**config.mk**
```make
export PLATFORM = sky130hd
export DESIGN_NAME = sprite_cfg_loader
export DESIGN_NICKNAME = d
export VERILOG_FILES = /design/src/rtl/sprite_cfg_pkg.sv /design/src/rtl/sprite_cfg_loader_spi_byte_rx.sv /design/src/rtl/sprite_cfg_loader.sv
export SDC_FILE = /design/constraint.sdc
export NUM_CORES = 1
export LEC_CHECK = 0
export CORE_ASPECT_RATIO = 0.6
export CORE_MARGIN = 8
export CORE_UTILIZATION = 25
export CTS_BUF_LIST = sky130_fd_sc_hd__clkbuf_4 sky130_fd_sc_hd__clkbuf_8
export DETAILED_ROUTE_END_ITERATION = 8
export GPL_TIMING_DRIVEN = 0
export SLEW_MARGIN = 20
export SYNTH_ARGS = -nofsm -noshare
export SYNTH_HDL_FRONTEND = slang
export SYNTH_SLANG_ARGS = --single-unit
```
**constraint.sdc**
```tcl
create_clock -name clk -period 5.8 [get_ports clk]
set_clock_uncertainty 0.2 [all_clocks]
set_input_delay 1.16 -clock clk [delete_from_list [all_inputs] [get_ports clk]]
set_output_delay 1.16 -clock clk [all_outputs]
set_load 0.03 [all_outputs]
```
**src/rtl/sprite_cfg_pkg.sv**
```systemverilog
// Shared types and constants for the sprite configuration loader.
package sprite_cfg_pkg;

  localparam logic [7:0] CMD_X   = 8'h01;
  localparam logic [7:0] CMD_Y   = 8'h02;
  localparam logic [7:0] CMD_COL = 8'h03;
  localparam logic [7:0] CMD_BMP = 8'h04;

  localparam int XY_BYTES  = 2;
  localparam int COL_BYTES = 2;
  localparam int NUM_GRPS  = 4;

  typedef enum logic [1:0] {ST_IDLE, ST_CMD, ST_DATA, ST_SKIP} state_t;

  // Group index doubles as the bit position in the pending-flag vector.
  typedef enum logic [1:0] {GRP_X, GRP_Y, GRP_COL, GRP_BMP} grp_t;

  function automatic int grp_bytes(input grp_t g, input int bmp_bytes);
    case (g)
      GRP_X, GRP_Y: return XY_BYTES;
      GRP_COL:      return COL_BYTES;
      default:      return bmp_bytes;
    endcase
  endfunction

endpackage

```
**src/rtl/sprite_cfg_loader_spi_byte_rx.sv**
```systemverilog
// SPI mode-0 byte receiver: synchronisers, sclk edge detect and shift register.
module spi_byte_rx (
  input  logic       clk,
  input  logic       rst_n,
  input  logic       spi_sclk,
  input  logic       spi_mosi,
  input  logic       spi_cs_n,
  output logic       byte_valid,
  output logic [7:0] byte_data,
  output logic       cs_active,
  output logic       cs_rise
);

  logic [1:0] sclk_sync, mosi_sync, cs_sync;
  logic       sclk_prev, cs_prev;
  logic [2:0] bit_cnt;
  logic [6:0] shift;
  logic       sclk_rise;

  // NOTE: sequential state uses non-blocking assignments so every flop samples pre-edge values.
  always_ff @(posedge clk) begin
    if (!rst_n) begin
      sclk_sync <= '0;
      mosi_sync <= '0;
      cs_sync   <= 2'b11;
      sclk_prev <= 1'b0;
      cs_prev   <= 1'b1;
      bit_cnt   <= '0;
      shift     <= '0;
    end else begin
      sclk_sync <= {sclk_sync[0], spi_sclk};
      mosi_sync <= {mosi_sync[0], spi_mosi};
      cs_sync   <= {cs_sync[0], spi_cs_n};
      sclk_prev <= sclk_sync[1];
      cs_prev   <= cs_sync[1];
      if (cs_sync[1]) begin
        bit_cnt <= '0;
      end else if (sclk_rise) begin
        bit_cnt <= bit_cnt + 3'd1;
        shift   <= {shift[5:0], mosi_sync[1]};
      end
    end
  end

  // Byte strobe is combinational off the detected edge so the caller writes on the 3rd clk.
  assign sclk_rise  = sclk_sync[1] & ~sclk_prev;
  assign byte_valid = sclk_rise & ~cs_sync[1] & (bit_cnt == 3'd7);
  assign byte_data  = {shift, mosi_sync[1]};
  assign cs_active  = ~cs_sync[1];
  assign cs_rise    = cs_sync[1] & ~cs_prev;

endmodule

```
**src/rtl/sprite_cfg_loader.sv**
```systemverilog
// Sprite config loader: SPI writes land in shadow registers, committed to active at frame start.
module sprite_cfg_loader
  import sprite_cfg_pkg::*;
#(
  parameter int SPRITE_W = 12,
  parameter int SPRITE_H = 12,
  parameter int POS_W    = 10,
  parameter logic [SPRITE_W*SPRITE_H-1:0] DEFAULT_BITMAP = '0
) (
  input  logic                         clk,
  input  logic                         rst_n,
  input  logic                         spi_sclk,
  input  logic                         spi_mosi,
  input  logic                         spi_cs_n,
  input  logic                         frame_start,
  output logic [POS_W-1:0]             sprite_x_o,
  output logic [POS_W-1:0]             sprite_y_o,
  output logic [5:0]                   color_bg_o,
  output logic [5:0]                   color_fg_o,
  output logic [SPRITE_W*SPRITE_H-1:0] bitmap_o,
  output logic                         cfg_pending_o,
  output logic                         cfg_updated_o
);

  localparam int BMP_BITS  = SPRITE_W * SPRITE_H;
  localparam int BMP_BYTES = BMP_BITS / 8;
  localparam int IDX_W     = $clog2(BMP_BYTES + 1);
  localparam int BMP_IDX_W = $clog2(BMP_BITS);

  logic             byte_valid, cs_active, cs_rise;
  logic [7:0]       byte_data;

  spi_byte_rx u_rx (
    .clk        (clk),
    .rst_n      (rst_n),
    .spi_sclk   (spi_sclk),
    .spi_mosi   (spi_mosi),
    .spi_cs_n   (spi_cs_n),
    .byte_valid (byte_valid),
    .byte_data  (byte_data),
    .cs_active  (cs_active),
    .cs_rise    (cs_rise)
  );

  state_t                state, state_d;
  grp_t                  grp, cmd_grp;
  logic                  cmd_ok, grp_done, data_last, wr_en;
  logic [IDX_W-1:0]      byte_idx;
  logic [BMP_IDX_W-1:0]  bmp_msb;
  logic [NUM_GRPS-1:0]   pending, set_mask, commit;

  logic [POS_W-1:0]      sh_x, sh_y, act_x, act_y;
  logic [5:0]            sh_bg, sh_fg, act_bg, act_fg;
  logic [BMP_BITS-1:0]   sh_bmp, act_bmp;
  logic                  updated;

  always_comb begin
    cmd_ok  = 1'b1;
    cmd_grp = GRP_X;
    case (byte_data)
      CMD_X:   cmd_grp = GRP_X;
      CMD_Y:   cmd_grp = GRP_Y;
      CMD_COL: cmd_grp = GRP_COL;
      CMD_BMP: cmd_grp = GRP_BMP;
      default: cmd_ok  = 1'b0;
    endcase
  end

  assign data_last = (int'(byte_idx) == grp_bytes(grp, BMP_BYTES) - 1);
  assign bmp_msb   = BMP_IDX_W'(BMP_BITS - 1 - 8 * int'(byte_idx));

  always_ff @(posedge clk) begin
    if (!rst_n) state <= ST_IDLE;
    else        state <= state_d;
  end

  // NOTE: every always_comb output gets a default first, so no path can infer a latch.
  always_comb begin
    state_d  = state;
    wr_en    = 1'b0;
    set_mask = '0;
    if (!cs_active) begin
      state_d = ST_IDLE;
      if (cs_rise && grp_done) set_mask[grp] = 1'b1;
    end else begin
      case (state)
        ST_IDLE: state_d = ST_CMD;
        ST_CMD:  if (byte_valid) state_d = cmd_ok ? ST_DATA : ST_SKIP;
        ST_DATA: if (byte_valid) begin
                   wr_en = 1'b1;
                   if (data_last) state_d = ST_SKIP;
                 end
        default: ;
      endcase
    end
  end

  // Commit uses the flags held before this edge; a flag set on the same edge waits a frame.
  assign commit = frame_start ? pending : '0;

  // NOTE: the wide shadow/active bitmaps are plain registers, not a memory, and take a reset value.
  always_ff @(posedge clk) begin
    if (!rst_n) begin
      grp      <= GRP_X;
      byte_idx <= '0;
      grp_done <= 1'b0;
      pending  <= '0;
      updated  <= 1'b0;
      sh_x     <= '0;
      sh_y     <= '0;
      sh_bg    <= 6'h00;
      sh_fg    <= 6'h3F;
      sh_bmp   <= DEFAULT_BITMAP;
      act_x    <= '0;
      act_y    <= '0;
      act_bg   <= 6'h00;
      act_fg   <= 6'h3F;
      act_bmp  <= DEFAULT_BITMAP;
    end else begin
      if (state == ST_CMD && cs_active && byte_valid) begin
        grp      <= cmd_grp;
        byte_idx <= '0;
      end
      if (wr_en) begin
        byte_idx <= byte_idx + IDX_W'(1);
        if (data_last) grp_done <= 1'b1;
        case (grp)
          GRP_X:   if (byte_idx == '0) sh_x[POS_W-1:8] <= byte_data[POS_W-9:0];
                   else                sh_x[7:0]       <= byte_data;
          GRP_Y:   if (byte_idx == '0) sh_y[POS_W-1:8] <= byte_data[POS_W-9:0];
                   else                sh_y[7:0]       <= byte_data;
          GRP_COL: if (byte_idx == '0) sh_bg <= byte_data[5:0];
                   else                sh_fg <= byte_data[5:0];
          default: sh_bmp[bmp_msb -: 8] <= byte_data;
        endcase
      end
      if (state_d == ST_IDLE) grp_done <= 1'b0;

      pending <= (pending & ~commit) | set_mask;
      updated <= |commit;
      if (commit[GRP_X])   act_x   <= sh_x;
      if (commit[GRP_Y])   act_y   <= sh_y;
      if (commit[GRP_COL]) begin
        act_bg <= sh_bg;
        act_fg <= sh_fg;
      end
      if (commit[GRP_BMP]) act_bmp <= sh_bmp;
    end
  end

  assign sprite_x_o    = act_x;
  assign sprite_y_o    = act_y;
  assign color_bg_o    = act_bg;
  assign color_fg_o    = act_fg;
  assign bitmap_o      = act_bmp;
  assign cfg_pending_o = |pending;
  assign cfg_updated_o = updated;

endmodule

```
==> impl_metrics.csv, run 1 <==
group,metric,value,unit
cts,root_buffer,"clkbuf_8",
worst_setup_path,cp-start-kind,"flop",
routing,wl,51.1,mm
sta,setup_tns,0,ps
cts,cts_resized,0,
cts,clock-sinks,385,
synth,synth_most_common_cell,"nand2_1",
routing,dr.pass1.iters,5,
synth,synth_edf_count,0,
synth,synth_ff_type,"dfxtp_1",
cells_and_area,antenna_cells,0,
sta,setup_viol,0,
cts,ctsHoldBuffers,0,
sta,worst_hold_slack,212,ps
grt,grtUsageMet3,0.0496,
cts,clock_latency,680,ps
worst_hold_path,worstHoldEndpoint,"u_rx.cs_sync[1]$_SDFF_PN1_",
worst_hold_path,hold_depth,1,
pwr,peakVddDrop,0.134,mV
worst_setup_path,endpoint_kind,"output pin",
cts,htreeDepth,2,
grt,grt-ovfl-total,0,
grt,grt_max_degree,17,
synth,avgSynthCellArea,8.51,um2
sta,slew_violations,0,
cts,numCtsBuffers,61,
worst_setup_path,ff2ff_setup_slack,2630,ps
grt,grt_pass1_wl,76.8,mm
pwr,p_leak,6.17,nW
pwr,powerDensity,283,nW/um2
outcome,status,"complete, no violations",
worst_setup_path,critPathSlowestCell,"clkdlybuf4s50_1",
floorplanning,core-area,57300,um2
worst_setup_path,worstPathCellList,"or4_1, clkdlybuf4s50_1",
synth,yosysSeqAreaShare,0.534,
worst_setup_path,cp_num_buf_inv,1,
cells_and_area,drive_gt1_frac,0.0800,
sta,post-route-period-util,0.622,
cells_and_area,fin_nets,1955,
placement,gp_congestion,0.828,
routing,drt_iter0_drc,1247,
run,max_cap_violations,0,
placement,place_ws,1890,ps
synth,yosysWarnings,0,
sta,slew_headroom,0.323,
worst_setup_path,critPathArrivalTime,2250,ps
cells_and_area,design_area,18500,um2
synth,ys_seq_elements,385,
sta,grt_setup_unrepaired,"false",
floorplanning,pin_count,184,
worst_hold_path,hold_path.startpoint,"u_rx.cs_sync[0]$_SDFF_PN1_",
worst_setup_path,reg2reg_depth,8,
synth,synth.area.top_cells,"dfxtp_1 (53%), nand2_1 (13%), a21oi_1 (6.5%)",
routing,via_count,13200,
worst_setup_path,r2r_start,"byte_idx[1]$_SDFFE_PN0P_",
floorplanning,dieWidth,326,um
worst_setup_path,crit_fanout,4,
synth,syn_area,14400,um2
sta,post-route-worst-setup-slack,2190,ps
routing,antenna_left,0,
cells_and_area,instances_no_fill,2757,
floorplanning,num_rows,68,
routing,drc,0,
placement,dp.cells,2648,
worst_setup_path,slowest_delay,630,ps
synth,synthCells,1696,
grt,grt_util_met2,0.216,
floorplanning,die_y,202,um
cts,cts_max_path_buffers,3,
synth,synth_common_cells,"nand2_1 (490), dfxtp_1 (385), a21oi_1 (188)",
placement,dpl_cell_area,17200,um2
sta,finalHoldViolations,0,
synth,syn-num-nets,1710,
grt,use_met1,0.206,
cells_and_area,post-route-util,0.324,
sta,tightest_slew,1020,ps
sta,layout_min_cycle_time,3610,ps
sta,timing.fmax,277,MHz
grt,grt_usage,0.148,
placement,dp_hpwl,38.2,mm
grt,globalRoute.busiestLayer,"met2",
synth,async_flop_share,0,
synth,synth.distinct_cells,46,
grt,grt_antenna_before_repair,1,
cts,postCtsSetupRepairBufs,0,
worst_hold_path,holdCritPathClass,"flop to flop",
synth,synth_top_area_cell,"dfxtp_1",
cells_and_area,n_fill_cell,5976,
placement,io_buffers,182,
cts,clk_pin_slew,70,ps
floorplanning,initial_core_util,0.252,
synth,synth_top_area_share,0.534,
cells_and_area,area_growth,28.4,%
grt,grt_pass1_vias,12800,
worst_setup_path,rr_endpoint,"sh_bmp[53]$_SDFFE_PN0P_",
worst_setup_path,cp_top_family,"buffers and inverters",
routing,via_per_inst,4.78,
pwr,power,5.26,mW
floorplanning,dieArea,66000,um2
routing,wl_per_cell,18.6,um
cts,cts_tree,"yes",
worst_setup_path,cp.required,4440,ps
worst_setup_path,worstSetupPathType,"flop to output pin",
==> sequential cells by signal (all words and copies together) (netlist names), 2 cells and up <==
name	count
color_bg_o	6
sh_y	10
byte_idx	5
sprite_y_o	10
sh_x	10
bitmap_o	144
sh_bmp	144
u_rx.bit_cnt	3
grp	2
u_rx.mosi_sync	2
pending	4
sprite_x_o	10
color_fg_o	6
sh_fg	6
u_rx.sclk_sync	2
u_rx.shift	7
sh_bg	6
state	2
u_rx.cs_sync	2
==> cell families (layout without fill, tap and decap cells) <==
group,Yosys count,after routing,synth area share
multiplexers,44,44,0.0305
AND/OR/NAND/NOR,663,663,0.208
AO/OA/AOI/OAI,450,450,0.177
flip-flops,385,385,0.534
adder cells (fa/ha/maj),8,8,0.00693
XOR/XNOR,6,6,0.00416
buffers and inverters,140,431,0.0397
==> placed cells by master (no fill, tap or decap), drive strengths merged, types with 2 or more instances in the layout <==
| cell | netlist | layout |
|---|---|---|
| nand3 | 78 | 78 |
| o211ai | 112 | 112 |
| and3b | 2 | 2 |
| clkdlybuf4s50 | 0 | 182 |
| clkinv | 0 | 6 |
| o21ai | 144 | 144 |
| clkbuf | 100 | 200 |
| nor2 | 22 | 22 |
| a21oi | 188 | 188 |
| nor3 | 6 | 6 |
| inv | 7 | 9 |
| and2 | 10 | 10 |
| a31oi | 3 | 3 |
| nand2 | 490 | 490 |
| and3 | 2 | 2 |
| xnor2 | 2 | 2 |
| nand4 | 22 | 22 |
| ha | 8 | 8 |
| mux2i | 44 | 44 |
| nor2b | 11 | 11 |
| or4 | 2 | 2 |
| dfxtp | 385 | 385 |
| nand2b | 8 | 8 |
| buf | 33 | 33 |
| nand4b | 2 | 2 |
| xor2 | 4 | 4 |
==> layer usage <==
layer | vias to the layer above | share of wire
li1 | 6326 | -
met1 | 6297 | 0.48
met2 | 471 | 0.41
met3 | 81 | 0.092
met4 | 2 | 0.020
met5 | - | 0.00025
==> how the worst max path moves through the flow <==
stage	start	to	depth (start not counted)
after global routing	pending[2]$_SDFF_PN0_	cfg_pending_o	2
final	pending[2]$_SDFF_PN0_	cfg_pending_o	2
after global placement	rst_n	sh_bmp[16]$_SDFFE_PN0P_	6
after detailed placement	rst_n	sh_bmp[21]$_SDFFE_PN0P_	6
after CTS	pending[2]$_SDFF_PN0_	cfg_pending_o	2
after floorplan	frame_start	bitmap_o[138]$_SDFFE_PN0P_	7
==> area by class of cell <==
class,instances,area (um2),share of cell area
inverter,7,26.3,0.00142
multi-input combinational,1171,6160,0.332
sequential,385,7710,0.416
clock inverter,9,83.8,0.00452
buffer,133,548,0.0296
clock buffer,100,1230,0.0665
tap,770,963,0.0520
timing repair buffer,182,1820,0.0982
==> power by group <==
group          total (mW)  leakage [nW]  internal [mW]  switching [mW]
registers            2.65          3.10           2.65         0.00195
clock network        2.49         0.708           1.38            1.11
logic               0.113          2.36         0.0217          0.0911
Power figures use the tool's default switching activity.
==> inputs of run 2 (changes only) <==
Clock period 5.8 ns to 3.2 ns, I/O delays scaled along.
==> run 2 against run 1 <==
Against the previous run:
- critical path depth unchanged
- highest routed layer unchanged
- cell area is essentially flat
- first-iteration DRC count down 4.6%
==> impl_metrics.csv, run 2 (synthesized netlist as in run 1, its figures left out) <==
group,metric,value,unit
worst_setup_path,cp.required,2360,ps
run,max_cap_violations,0,
pwr,powerDensity,514,nW/um2
placement,dp_hpwl,38.2,mm
sta,setup_viol,0,
worst_setup_path,rr_endpoint,"sh_bmp[85]$_SDFFE_PN0P_",
grt,grt_pass1_wl,76.8,mm
grt,grt_antenna_before_repair,1,
worst_setup_path,critPathSlowestCell,"clkdlybuf4s50_1",
cts,postCtsSetupRepairBufs,0,
cells_and_area,design_area,18500,um2
floorplanning,die_y,202,um
worst_setup_path,worstSetupPathType,"flop to output pin",
routing,via_per_inst,4.78,
cells_and_area,n_fill_cell,5974,
worst_hold_path,hold_depth,2,
worst_setup_path,slowest_delay,630,ps
cts,htreeDepth,2,
grt,grt-ovfl-total,0,
cts,numCtsBuffers,61,
pwr,p_leak,6.17,nW
worst_setup_path,reg2reg_depth,7,
cells_and_area,fin_nets,1954,
worst_hold_path,holdCritPathClass,"primary input to flop",
cts,clk_pin_slew,70,ps
pwr,power,9.53,mW
sta,setup_tns,0,ps
worst_setup_path,crit_fanout,4,
cells_and_area,layout_commonest_cell,"nand2_1",
worst_setup_path,critPathArrivalTime,2240,ps
worst_setup_path,ff2ff_setup_slack,210,ps
floorplanning,num_rows,68,
routing,antenna_left,0,
floorplanning,dieArea,66000,um2
cells_and_area,register_area,7710,um2
worst_setup_path,endpoint_kind,"output pin",
worst_hold_path,hold_path.startpoint,"frame_start",
cts,ctsHoldBuffers,0,
sta,timing.fmax,325,MHz
placement,io_buffers,182,
worst_setup_path,cp_top_family,"buffers and inverters",
outcome,status,"complete, no violations",
cts,cts_resized,0,
worst_setup_path,cp.depth,2,
worst_setup_path,cp_num_buf_inv,1,
sta,post-route-period-util,0.963,
routing,wl,51.2,mm
cts,cts_max_path_buffers,3,
cts,root_buffer,"clkbuf_8",
sta,grt_setup_unrepaired,"false",
routing,drc,0,
routing,drt_iter0_drc,1190,
grt,grt_pass1_vias,12800,
routing,dr.pass1.iters,5,
placement,dpl_cell_area,17200,um2
floorplanning,dieWidth,326,um
sta,slew_violations,0,
cells_and_area,drive_gt1_frac,0.0806,
grt,grt_usage,0.148,
worst_setup_path,worstPathCellList,"or4_1, clkdlybuf4s50_1",
pwr,peakVddDrop,0.240,mV
cts,cts_tree,"yes",
sta,finalHoldViolations,0,
floorplanning,initial_core_util,0.252,
cts,clock-sinks,385,
cells_and_area,mostFrequentLayoutCells,"nand2_1 (490), dfxtp_1 (385), a21oi_1 (188)",
worst_hold_path,worstHoldEndpoint,"cfg_updated_o$_SDFF_PN0_",
worst_setup_path,cp-start-kind,"flop",
worst_setup_path,r2r_start,"byte_idx[1]$_SDFFE_PN0P_",
floorplanning,core-area,57300,um2
placement,gp_congestion,0.828,
routing,wl_per_cell,18.6,um
sta,slew_headroom,0.334,
sta,worst_hold_slack,203,ps
grt,grt_max_degree,17,
routing,via_count,13200,
floorplanning,pin_count,184,
cells_and_area,multi_input_area,6160,um2
cts,clock_latency,670,ps
sta,tightest_slew,1000,ps
sta,layout_min_cycle_time,3080,ps
cells_and_area,area_growth,28.5,%
## run 2: changes by cell type in the layout (fill, tap and decap cells not counted), sizes merged
cell	before	now
buf	33	32
diode	0	1
## run 2: through the flow
stage,util,setup slack (ps),cells
global placement,0.301,-109,2648
floorplan,-,753,1696
finish,0.324,118,2757
CTS,0.324,71.6,2757
global route,0.324,51.9,2756
detailed placement,0.301,-186,2648
## run 2: worst max-delay path by stage
stage / from / to
floorplan: byte_idx[2]$_SDFFE_PN0P_ / sh_bmp[48]$_SDFFE_PN0P_
global placement: rst_n / sh_bmp[16]$_SDFFE_PN0P_
detailed placement: rst_n / sh_bmp[21]$_SDFFE_PN0P_
CTS: pending[2]$_SDFF_PN0_ / cfg_pending_o
global route: byte_idx[1]$_SDFFE_PN0P_ / sh_bmp[70]$_SDFFE_PN0P_
finish: pending[2]$_SDFF_PN0_ / cfg_pending_o
## run 2: layout make-up
type                    count  share of cell area
clock buffers             100              0.0664
flip-flops and latches    385               0.416
repair buffers            182              0.0982
clock inverters             9             0.00452
diodes                      1            0.000135
plain buffers             132              0.0295
inverters                   7             0.00142
well taps                 770              0.0519
multi-input cells        1171               0.332
## run 2: layer usage
metal / vias to the layer above / GRT usage / wire length (um)
met1: 6319 / 0.206 / 24200
met3: 78 / 0.0496 / 4840
li1: 6322 / - / -
met4: 2 / 0.0393 / 1000
met2: 467 / 0.216 / 21100
met5: - / 0 / 13
## run 2: where the power goes
part | switching [mW] | leakage, nW | internal (mW)
clock network | 2.01 | 0.708 | 2.51
registers | 0.00357 | 3.10 | 4.80
logic | 0.166 | 2.36 | 0.0393
total | 2.18 | 6.17 | 7.34
==> inputs of run 3 (changes only) <==
Settings changed: REMOVE_ABC_BUFFERS set to 1.
Clock period 3.2 ns to 3.98 ns, I/O delays scaled along.
==> run 3 against run 2 <==
Against the previous run:
- critical endpoint is now sh_bmp[79]$_SDFFE_PN0P_
- clock-buffer cell count decreased by 3
- setup slack better by 220 ps
- first-iteration DRC count is 29% lower
- highest routed layer is now met4
- largest cell class unchanged
- power down 19%
==> impl_metrics.csv, run 3 (synthesized netlist as in run 1, its figures left out) <==
group,metric,value,unit
placement,io_buffers,183,
cells_and_area,drive_gt1_frac,0.0915,
worst_setup_path,ff2ff_setup_slack,340,ps
worst_setup_path,slowest_delay,880,ps
placement,dpl_cell_area,17200,um2
worst_setup_path,cp.required,4300,ps
grt,grt_max_degree,125,
placement,dp_hpwl,31.0,mm
cts,clock_latency,660,ps
grt,grt_pass1_vias,12600,
floorplanning,dieWidth,326,um
cts,cts_resized,0,
worst_hold_path,hold_path.startpoint,"u_rx.mosi_sync[0]$_SDFF_PN0_",
floorplanning,dieArea,66000,um2
worst_setup_path,rr_endpoint,"sh_bmp[79]$_SDFFE_PN0P_",
worst_setup_path,worstSetupPathType,"flop to flop",
sta,tightest_slew,987,ps
routing,wl_per_cell,17.6,um
worst_setup_path,crit_fanout,27,
cells_and_area,mostFrequentLayoutCells,"nand2_1 (489), dfxtp_1 (379), a21oi_1 (188)",
floorplanning,core-area,57300,um2
placement,dp.cells,2538,
cells_and_area,area_growth,28.1,%
placement,gp_congestion,0.774,
cts,numCtsBuffers,61,
sta,slew_headroom,0.342,
routing,via_count,12600,
sta,finalHoldViolations,0,
cts,ctsHoldBuffers,0,
grt,grt_antenna_before_repair,1,
routing,drc,0,
routing,drt_iter0_drc,847,
cts,cts_max_path_buffers,3,
worst_setup_path,cp-start-kind,"flop",
run,max_cap_violations,0,
floorplanning,die_y,202,um
cells_and_area,fin_nets,1845,
cells_and_area,layout_commonest_cell,"nand2_1",
worst_setup_path,r2r_start,"byte_idx[2]$_SDFFE_PN0P_",
cts,postCtsSetupRepairBufs,0,
cts,clock-sinks,385,
floorplanning,initial_core_util,0.252,
sta,layout_min_cycle_time,3640,ps
pwr,power,7.67,mW
routing,via_per_inst,4.77,
worst_setup_path,worstPathCellList,"inv_1, ha_2, buf_16, and3b_1, nand3_1, o211ai_1, o21ai_0",
floorplanning,pin_count,184,
cts,htreeDepth,2,
cts,clk_pin_slew,70,ps
grt,grt-ovfl-total,0,
cells_and_area,post-route-util,0.323,
sta,slew_violations,0,
worst_setup_path,reg2reg_depth,7,
floorplanning,num_rows,68,
pwr,powerDensity,415,nW/um2
grt,grt_usage,0.136,
sta,setup_viol,0,
worst_setup_path,endpoint_kind,"flop",
cts,cts_tree,"yes",
worst_setup_path,critPathArrivalTime,3960,ps
sta,post-route-period-util,0.914,
grt,grt_pass1_wl,72.8,mm
sta,timing.fmax,275,MHz
cells_and_area,instances_no_fill,2649,
worst_hold_path,worstHoldEndpoint,"u_rx.mosi_sync[1]$_SDFF_PN0_",
worst_setup_path,critPathSlowestCell,"and3b_1",
routing,dr.pass1.iters,5,
pwr,p_leak,6.13,nW
routing,antenna_left,0,
cells_and_area,antenna_cells,0,
cts,root_buffer,"clkbuf_8",
outcome,status,"complete, no violations",
routing,wl,46.5,mm
worst_hold_path,hold_depth,1,
worst_hold_path,holdCritPathClass,"flop to flop",
sta,setup_tns,0,ps
cells_and_area,design_area,18500,um2
sta,grt_setup_unrepaired,"false",
pwr,peakVddDrop,0.275,mV
[run 3: layout make-up]
type | count | area, um2
fillers | 5863 | 38800
flip-flops and latches | 385 | 7710
multi-input cells | 1171 | 6220
repair buffers | 205 | 2220
clock buffers | 97 | 1250
well taps | 770 | 963
clock inverters | 14 | 93.8
inverters | 7 | 33.8
[run 3: critical path: cells and delay by family (launching register included)]
| family | cells | cell delay, ps |
|---|---|---|
| buffers and inverters | 2 | 410 |
| AOI/OAI and AO/OA | 2 | 440 |
| and+or+nand+nor | 2 | 1400 |
| DFF | 1 | 550 |
| adders and majority gates | 1 | 490 |
[run 3: power breakdown]
group          switching [mW]  total [mW]  internal, mW  leakage [nW]
clock network            1.65        3.65          1.99         0.704
registers             0.00911        3.87          3.86          3.10
logic                   0.120       0.159        0.0394          2.33
total                    1.78        7.67          5.89          6.13
[run 3: routing by layer]
metal | GRT usage | share of wire | vias to the layer above | wire length (um)
li1 | - | - | 6097 | -
met2 | 0.213 | 0.43 | 331 | 20200
met4 | 0.0399 | 0.024 | 0 | 1100
met5 | 0 | 0 | - | 0
met3 | 0.0326 | 0.057 | 82 | 2660
met1 | 0.186 | 0.48 | 6127 | 22500
[run 3: metrics by stage]
step	hold WS, ps	worst slack [ps]
6_report	235	343
2_1_floorplan	186	-533
5_1_grt	260	34.5
3_3_place_gp	208	-12130
4_1_cts	241	79.4
3_5_place_dp	225	103
[run 3: worst max path at each step]
stage,from,to,slack [ps],cells past startpoint
2_1_floorplan,u_rx.bit_cnt[0]$_SDFFE_PP0N_,sh_bmp[93]$_SDFFE_PN0P_,-530,6
3_3_place_gp,rst_n,sh_bmp[65]$_SDFFE_PN0P_,-12130,5
3_5_place_dp,byte_idx[1]$_SDFFE_PN0P_,sh_bmp[36]$_SDFFE_PN0P_,100,7
4_1_cts,byte_idx[1]$_SDFFE_PN0P_,sh_bmp[49]$_SDFFE_PN0P_,80,7
5_1_grt,byte_idx[2]$_SDFFE_PN0P_,sh_bmp[69]$_SDFFE_PN0P_,30,7
6_report,byte_idx[2]$_SDFFE_PN0P_,sh_bmp[79]$_SDFFE_PN0P_,340,7
